$ cat config.mk
export PLATFORM = sky130hd
export DESIGN_NAME = riscv_v_xor_unit
export DESIGN_NICKNAME = d
export VERILOG_FILES = /design/src/rtl/riscv_v_xor_unit_pkg.sv /design/src/rtl/riscv_v_xor_unit_fold.sv /design/src/rtl/riscv_v_xor_unit.sv
export SDC_FILE = /design/constraint.sdc
export NUM_CORES = 2
export LEC_CHECK = 0
export ABC_AREA = 0
export ABC_CLOCK_PERIOD_IN_PS = 2500
export BUFFER_PORTS_ARGS = -buffer_cell sky130_fd_sc_hd__buf_2
export CAP_MARGIN = 5
export CORE_ASPECT_RATIO = 1.5
export CORE_UTILIZATION = 40
export CTS_BUF_LIST = sky130_fd_sc_hd__clkbuf_8
export CTS_CLUSTER_SIZE = 8
export DETAILED_ROUTE_END_ITERATION = 16
export PLACE_DENSITY = 0.7
export SLEW_MARGIN = 30
export SYNTH_ARGS = -nofsm -noshare
export SYNTH_HDL_FRONTEND = slang
export SYNTH_SLANG_ARGS = --single-unit
$ cat constraint.sdc
create_clock -name clk -period 2.5 [get_ports clk]
set_input_delay 0.5 -clock clk [delete_from_list [all_inputs] [get_ports clk]]
set_output_delay 0.5 -clock clk [all_outputs]
set_load 0.02 [all_outputs]
$ cat src/rtl/riscv_v_xor_unit_pkg.sv
// Shared encodings and helpers for the vector XOR datapath: op codes,
// element-size indices and the one-hot element-size cleanup rule.
package riscv_v_xor_unit_pkg;

  localparam int RISCV_V_NUM_VALID_OSIZES = 5;

  localparam logic [1:0] RISCV_V_XOR_OP_VXOR    = 2'b00;
  localparam logic [1:0] RISCV_V_XOR_OP_VREDXOR = 2'b01;
  localparam logic [1:0] RISCV_V_XOR_OP_VMXOR   = 2'b10;
  localparam logic [1:0] RISCV_V_XOR_OP_VMXNOR  = 2'b11;

  localparam int OSIZE_8   = 0;
  localparam int OSIZE_16  = 1;
  localparam int OSIZE_32  = 2;
  localparam int OSIZE_64  = 3;
  localparam int OSIZE_128 = 4;

  typedef logic [RISCV_V_NUM_VALID_OSIZES-1:0] osize_t;

  localparam osize_t OSIZE_ONEHOT_8   = osize_t'(1) << OSIZE_8;
  localparam osize_t OSIZE_ONEHOT_128 = osize_t'(1) << OSIZE_128;

  // Isolate the lowest set bit; an empty vector means 8-bit elements.
  function automatic osize_t osize_onehot_to_bits(input osize_t osize);
    osize_t r;
    r = osize & (~osize + osize_t'(1));
    if (r == '0) r = OSIZE_ONEHOT_8;
    return r;
  endfunction

  // Low-bit mask covering one element of the given (clean) size.
  function automatic logic [127:0] osize_low_mask(input osize_t oh);
    logic [127:0] m;
    m = '1;
    if (oh[OSIZE_8])       m = {{120{1'b0}}, {8{1'b1}}};
    else if (oh[OSIZE_16]) m = {{112{1'b0}}, {16{1'b1}}};
    else if (oh[OSIZE_32]) m = {{96{1'b0}}, {32{1'b1}}};
    else if (oh[OSIZE_64]) m = {{64{1'b0}}, {64{1'b1}}};
    return m;
  endfunction

endpackage

$ cat src/rtl/riscv_v_xor_unit_fold.sv
// Combinational XOR fold: masked bytes of a beat are XORed down to one
// element of the requested size; bits above that size read as zero.
module riscv_v_xor_fold
  import riscv_v_xor_unit_pkg::*;
#(
  parameter int DATA_WIDTH = 128,
  parameter int NUM_BYTES  = DATA_WIDTH / 8
) (
  input  logic [DATA_WIDTH-1:0] data,
  input  logic [NUM_BYTES-1:0]  mask,
  input  osize_t                osize,
  output logic [127:0]          folded
);

  localparam int NUM_CHUNKS = DATA_WIDTH / 128;

  logic [127:0] f128;
  logic [63:0]  f64;
  logic [31:0]  f32;
  logic [15:0]  f16;
  logic [7:0]   f8;
  osize_t       oh;

  always_comb begin
    f128 = '0;
    for (int c = 0; c < NUM_CHUNKS; c++) begin
      for (int b = 0; b < 16; b++) begin
        if (mask[c*16+b]) f128[b*8 +: 8] = f128[b*8 +: 8] ^ data[c*128 + b*8 +: 8];
      end
    end
    // Halving cascade: each narrower element is the XOR of the two halves above it.
    f64 = f128[63:0] ^ f128[127:64];
    f32 = f64[31:0] ^ f64[63:32];
    f16 = f32[15:0] ^ f32[31:16];
    f8  = f16[7:0] ^ f16[15:8];
    oh  = osize_onehot_to_bits(osize);
    folded = '0;
    if (oh[OSIZE_8])       folded[7:0]  = f8;
    else if (oh[OSIZE_16]) folded[15:0] = f16;
    else if (oh[OSIZE_32]) folded[31:0] = f32;
    else if (oh[OSIZE_64]) folded[63:0] = f64;
    else                   folded       = f128;
  end

endmodule

$ cat src/rtl/riscv_v_xor_unit.sv
// Two-stage vector XOR unit: element-wise vxor, mask vmxor/vmxnor and the
// ordered vredxor reduction across multi-beat register groups.
module riscv_v_xor_unit
  import riscv_v_xor_unit_pkg::*;
#(
  parameter int DATA_WIDTH = 128,
  parameter int NUM_BYTES  = DATA_WIDTH / 8
) (
  input  logic                  clk,
  input  logic                  rst,
  input  logic                  in_valid,
  output logic                  in_ready,
  input  logic [1:0]            in_op,
  input  logic [4:0]            in_osize,
  input  logic                  in_first,
  input  logic                  in_last,
  input  logic [DATA_WIDTH-1:0] in_srca,
  input  logic [DATA_WIDTH-1:0] in_srcb,
  input  logic [NUM_BYTES-1:0]  in_vmask,
  output logic                  out_valid,
  input  logic                  out_ready,
  output logic [DATA_WIDTH-1:0] out_result,
  output logic                  out_last,
  output logic                  seq_err
);

  // Handshake: a beat moves on a side exactly when that side's valid and
  // ready are both high at the clock edge; valid never waits on ready.
  logic                  s1_valid;
  logic [DATA_WIDTH-1:0] s1_data;
  logic                  s1_red;
  logic                  s1_first;
  logic                  s1_last;
  osize_t                s1_osize;

  logic                  grp_open;
  osize_t                grp_osize;
  logic [127:0]          acc;

  logic                  s1_adv;
  logic                  accept;
  logic                  in_red;
  osize_t                in_osize_eff;
  logic [127:0]          in_fold;
  logic [127:0]          red_init;
  logic [DATA_WIDTH-1:0] s1_d;
  logic [127:0]          acc_next;
  logic [127:0]          s2_fold;
  logic [DATA_WIDTH-1:0] s2_res;

  assign s1_adv       = !out_valid || out_ready;
  assign in_ready     = !rst && (!s1_valid || s1_adv);
  assign accept       = in_valid && in_ready;
  assign in_red       = (in_op == RISCV_V_XOR_OP_VREDXOR);
  assign in_osize_eff = (in_red && !in_first) ? grp_osize : osize_onehot_to_bits(in_osize);

  riscv_v_xor_fold #(.DATA_WIDTH(DATA_WIDTH)) u_fold_s1 (
    .data   (in_srca),
    .mask   (in_vmask),
    .osize  (OSIZE_ONEHOT_128),
    .folded (in_fold)
  );

  // Reduction beats carry their 128-bit partial fold (plus the vs1 seed on
  // the first beat); the narrowing to osize happens once, at the output.
  always_comb begin
    red_init = in_first ? (in_srcb[127:0] & osize_low_mask(in_osize_eff)) : '0;
    s1_d = in_srca ^ in_srcb;
    case (in_op)
      RISCV_V_XOR_OP_VXOR: begin
        for (int i = 0; i < NUM_BYTES; i++) begin
          if (!in_vmask[i]) s1_d[i*8 +: 8] = in_srca[i*8 +: 8];
        end
      end
      RISCV_V_XOR_OP_VMXNOR: s1_d = ~(in_srca ^ in_srcb);
      RISCV_V_XOR_OP_VREDXOR: begin
        s1_d = '0;
        s1_d[127:0] = in_fold ^ red_init;
      end
      default: ;
    endcase
  end

  always_ff @(posedge clk) begin
    if (rst) begin
      s1_valid  <= 1'b0;
      s1_data   <= '0;
      s1_red    <= 1'b0;
      s1_first  <= 1'b0;
      s1_last   <= 1'b0;
      s1_osize  <= OSIZE_ONEHOT_8;
      grp_open  <= 1'b0;
      grp_osize <= OSIZE_ONEHOT_8;
      seq_err   <= 1'b0;
    end else begin
      seq_err <= accept && grp_open && (!in_red || in_first);
      if (in_ready) begin
        s1_valid <= in_valid;
        if (in_valid) begin
          s1_data  <= s1_d;
          s1_red   <= in_red;
          s1_first <= in_first;
          s1_last  <= in_last;
          s1_osize <= in_osize_eff;
        end
      end
      if (accept && in_red) begin
        grp_open <= !in_last;
        if (in_first) grp_osize <= in_osize_eff;
      end
    end
  end

  // A first beat reseeds acc, which also discards any abandoned partial group.
  assign acc_next = s1_first ? s1_data[127:0] : (acc ^ s1_data[127:0]);

  riscv_v_xor_fold #(.DATA_WIDTH(128)) u_fold_s2 (
    .data   (acc_next),
    .mask   ({16{1'b1}}),
    .osize  (s1_osize),
    .folded (s2_fold)
  );

  always_comb begin
    s2_res = '0;
    s2_res[127:0] = s2_fold;
  end

  always_ff @(posedge clk) begin
    if (rst) begin
      acc        <= '0;
      out_valid  <= 1'b0;
      out_result <= '0;
      out_last   <= 1'b0;
    end else if (s1_adv) begin
      out_valid <= s1_valid && (!s1_red || s1_last);
      if (s1_valid) begin
        if (s1_red) begin
          acc <= acc_next;
          if (s1_last) begin
            out_result <= s2_res;
            out_last   <= 1'b1;
          end
        end else begin
          out_result <= s1_data;
          out_last   <= s1_last;
        end
      end
    end
  end

endmodule

==> impl_summary.md <==
STA
The minimum clock period is ~2.3 ns. The total negative slack is 0 ns. Across the routed clock network, the largest skew measured is approximately 0.028 ns. The final critical path takes up a little over nine tenths of the cycle.

Setup violations remaining at the end of the flow were counted as 0. The remaining max-slew budget at the tightest pin is about two fifths. Timing would allow up to approximately 0.43 GHz.

The max-slew violation count is 0. The setup slack of the critical path after layout is around 0.15 ns. The measured slew at the worst slew-check pin is approximately 0.9 ns. Setup repair after global routing left no endpoint under its margin. The final count of hold timing violations was 0.

Setup path
Among the stages of the critical path, the cell type that occurs most often is sky130_fd_sc_hd__buf_4. The setup path with the least slack is of type reg2reg. Traced cell by cell, the critical path runs through nor2_1 -> nand3b_1 -> buf_12 -> buf_4 -> o21ai_0 -> a221oi_1 -> buf_4 -> nor3_1. The worst setup path is launched from a flip-flop.

The biggest cell delay along the critical path is roughly 0.56 ns. The worst setup path is captured at a flip-flop. The largest fanout of any net on the critical path is 33.

STA puts the critical path data required time at 3.01 ns. The endpoint of the most critical register-to-register path is out_result[55]$_SDFFE_PP0P_. The worst register-to-register path has a setup slack of approximately 0.15 ns. The worst flop-to-flop path startpoint is s1_osize[0]$_SDFFE_PP1P_.

For this design, the slowest cell found on the critical path is sky130_fd_sc_hd__dfxtp_1. Data on the critical path arrives at its endpoint at 2.86 ns. The cell depth of the worst flop-to-flop path is 8.

Route
In the final routed layout, each cell accounts on average for 21.1 um. The final layout contains routed wiring with a total length of about 120 mm. Using the TritonRoute via totals, the vias-per-cell ratio works out to 5.86. The detailed-routing iteration count for the pre-antenna-repair pass is 6. The number of antenna-violating nets in the routed design is 0. The total number of vias is ~34,000.

In this run, the number of DRC markers left after iteration 0 of detailed routing was 3,727. For this run, design rule violations remaining after detail routing come to 0.

Final layout
At the end of the flow, the number of nets in the layout was around 5,000. The area added between synthesis and finish is 19.9%. Leaving out fill and tap cells, the most frequent cells in the layout are sky130_fd_sc_hd__nor2_1 (526), sky130_fd_sc_hd__a21oi_1 (489), sky130_fd_sc_hd__buf_2 (413).

The combined flip-flop and latch cell area is approximately 0.0081 mm2. In the final layout, the multi-input gates occupy slightly above 0.02 mm2. Leaving out fill and tap cells, the most frequent cell in the layout is sky130_fd_sc_hd__nor2_1. The layout cell share with drive strength beyond 1 is about 18%. The layout has 7,517 filler cells.

The number of standard cells in the layout, taps in and fillers out is 5,715.

Global routing
The wire length of the first global-routing pass is 182 mm. After global routing the overflow that remains totals 0. The number of global-route vias before repair is 30,200. Entering global routing, the biggest net connects approximately 170 pins. The overall fraction of global-route tracks in use is a little under a third. The number of antenna violations at the first check in global routing is roughly 60.

Floorplanning
The die covers ~0.077 mm2. The top-level port count is ~420. Once the floorplan was initialized, standard cells occupied between 40 and 50% of the core. From left edge to right edge, the die measures between 200 and 250 um. The die is roughly 340 um tall. The floorplan has roughly 120 rows. The total area inside the core boundary comes to approximately 0.075 mm2.

Placement
Buffers placed on the I/O ports in this run total 416. The total half-perimeter wirelength after legalization and detailed placement is between 80 and 90 mm. The global placement routability congestion is between 0.9 and 1. Prior to clock tree synthesis, the placed netlist has a worst setup slack of -0.395 ns. Counting tap cells, the placed design contains a total of roughly 5,600 instances.

Pwr
IR analysis of the VDD net gives a maximum drop of about 290 uV. For this design the ratio of total power to cell area is around 520 mW/mm2. Summed over all cells, the static leakage comes to 13.9 nW.

Logic synthesis
The fraction of registers with async set/reset is 0%. The share of the yosys chip area belonging to registers is 26.6%. In this run, synthesis inferred 0 flip-flops with an integrated enable.

The number of nets handed over by synthesis was 4,531. The dominant synthesized flop cell is sky130_fd_sc_hd__dfxtp_1. Synthesis instantiated 65 different standard cells from the library. The cell area that synthesis handed to floorplanning was around 0.030 mm2.

The number of register bits inferred by synthesis is 402. The mean instance size in the synthesized netlist is 7.12 um2. The Yosys warning count is 0.

Synthesis handed over a netlist of 4,246 instances.

CTS
The clock tree synthesis step divided the H-tree into 3 levels. The total clock sinks is between 400 and 500. The clock tree root driver cell is sky130_fd_sc_hd__clkbuf_8.

The hold-fix buffer count after cts is 0. The maximum buffer depth of the clock tree is 3. The clock edge transition at the registers on the reported setup and hold paths is approximately 0.060 ns.

Post-CTS timing repair inserted 0 buffers for setup. Post-CTS repair changed the size of 0 cells. In this run, CTS created clock tree buffers numbering 67. TritonCTS built the clock tree. The clock latency at the later pin of the worst-skew pair is approximately 0.67 ns.

Status
The flow ran to the end, and the final reports show no timing, DRC or antenna violations.

Run
The count of max-cap constraint violations is 0.

Min path
Along the worst hold path, the cell count comes to 2. The tightest min-delay check is of the in2reg type. In this run the most critical hold path is launched from in_last. The end point of the worst hold path is grp_open$_SDFFE_PP0P_.
routing by layer:
layer	share of wire, %	track usage (%)	vias up
li1	-	-	15900
met3	10	7.47	292
met1	42	41.2	15700
met4	6.1	17.7	56
met5	0.29	0	-
met2	42	43.7	1532
critical path: cells and delay by family (launching register included):
kind            cells  cell delay, ns
buf+inv             3            0.68
compound gates      2            0.53
simple gates        3            0.40
flops               1            0.56
report_power, final:
part	internal, mW	leakage, nW	switching [mW]	total (mW)
clock	2.92	0.709	2.91	5.83
combinational	2.36	9.89	3.49	5.84
sequential	6.76	3.29	0.353	7.11
total	12.0	13.9	6.75	18.8
cells by family (layout without fill, tap and decap cells):
kind of cell,Yosys count,in the layout,synth area share (%)
AOI/OAI and AO/OA,1482,1482,31.1
xor gates and xnor gates,455,455,13.2
buffers and inverters,444,883,5.93
DFF,402,402,26.6
muxes,25,25,0.831
other,0,30,0
and+or+nand+nor,1438,1438,22.3
cell type report:
class,instances,area share (%)
antenna,30,0.207
clock buffer,81,3.07
clock inverter,28,0.362
inverter,76,0.790
multi-input combinational,3400,56.5
sequential,402,22.2
tap,1000,3.45
timing repair buffer,698,13.5
sequential cells by signal, summed over array words and instances (netlist names):
register	cells
grp_open	1
s1_valid	1
s1_data	128
s1_red	1
s1_osize	5
out_last	1
out_valid	1
s1_first	1
grp_osize	5
out_result	128
s1_last	1
acc	128
seq_err	1
how the worst max path moves through the flow:
stage	slack (ns)	start	to	cells after the start
CTS	0.20	s1_first$_SDFFE_PP0P_	out_result[23]$_SDFFE_PP0P_	9
floorplan	0.14	in_first	s1_data[107]$_SDFFE_PP0P_	12
finish	0.15	s1_osize[0]$_SDFFE_PP1P_	out_result[55]$_SDFFE_PP0P_	8
global route	0.02	s1_osize[0]$_SDFFE_PP1P_	out_result[121]$_SDFFE_PP0P_	8
global placement	-0.29	in_osize[1]	s1_data[23]$_SDFFE_PP0P_	11
detailed placement	-0.40	in_osize[1]	s1_data[23]$_SDFFE_PP0P_	11
metrics by stage:
step	util [%]	hold slack [ns]	total power [mW]	instance area [um2]
2_1_floorplan	-	0.437	10.7	30200
3_3_place_gp	46.6	0.457	12.9	34900
3_5_place_dp	46.6	0.459	13.0	34900
4_1_cts	48.3	0.0935	18.8	36200
5_1_grt	48.4	0.136	19.6	36300
6_report	48.4	0.139	18.8	36300
cell usage after synthesis, types with 25 or more instances:
cell type                   instances  area, um2
sky130_fd_sc_hd__a2bb2oi_1         43        377
sky130_fd_sc_hd__xnor2_1          370       3240
sky130_fd_sc_hd__a22oi_1           77        578
sky130_fd_sc_hd__buf_2             32        160
sky130_fd_sc_hd__a32oi_1           36        315
sky130_fd_sc_hd__o21ai_0          252       1260
sky130_fd_sc_hd__nand3b_1          33        248
sky130_fd_sc_hd__a221oi_1          55        482
sky130_fd_sc_hd__a31oi_1           50        313
sky130_fd_sc_hd__o21a_1            43        323
sky130_fd_sc_hd__nand2_1          357       1340
sky130_fd_sc_hd__o221ai_1          99        867
sky130_fd_sc_hd__nor2b_1          168       1050
sky130_fd_sc_hd__xor2_1            85        744
sky130_fd_sc_hd__o211ai_1          25        188
sky130_fd_sc_hd__nor2_1           530       1990
sky130_fd_sc_hd__nand3_1           83        415
sky130_fd_sc_hd__clkbuf_1         306       1150
sky130_fd_sc_hd__o21ai_1           58        290
sky130_fd_sc_hd__nor3_1            74        370
sky130_fd_sc_hd__and3_1            52        325
sky130_fd_sc_hd__nand2b_1          92        576
sky130_fd_sc_hd__inv_1             73        274
sky130_fd_sc_hd__a211oi_1         165       1240
sky130_fd_sc_hd__a21oi_1          489       2450
sky130_fd_sc_hd__dfxtp_1          402       8050
Power figures use the tool's default switching activity.
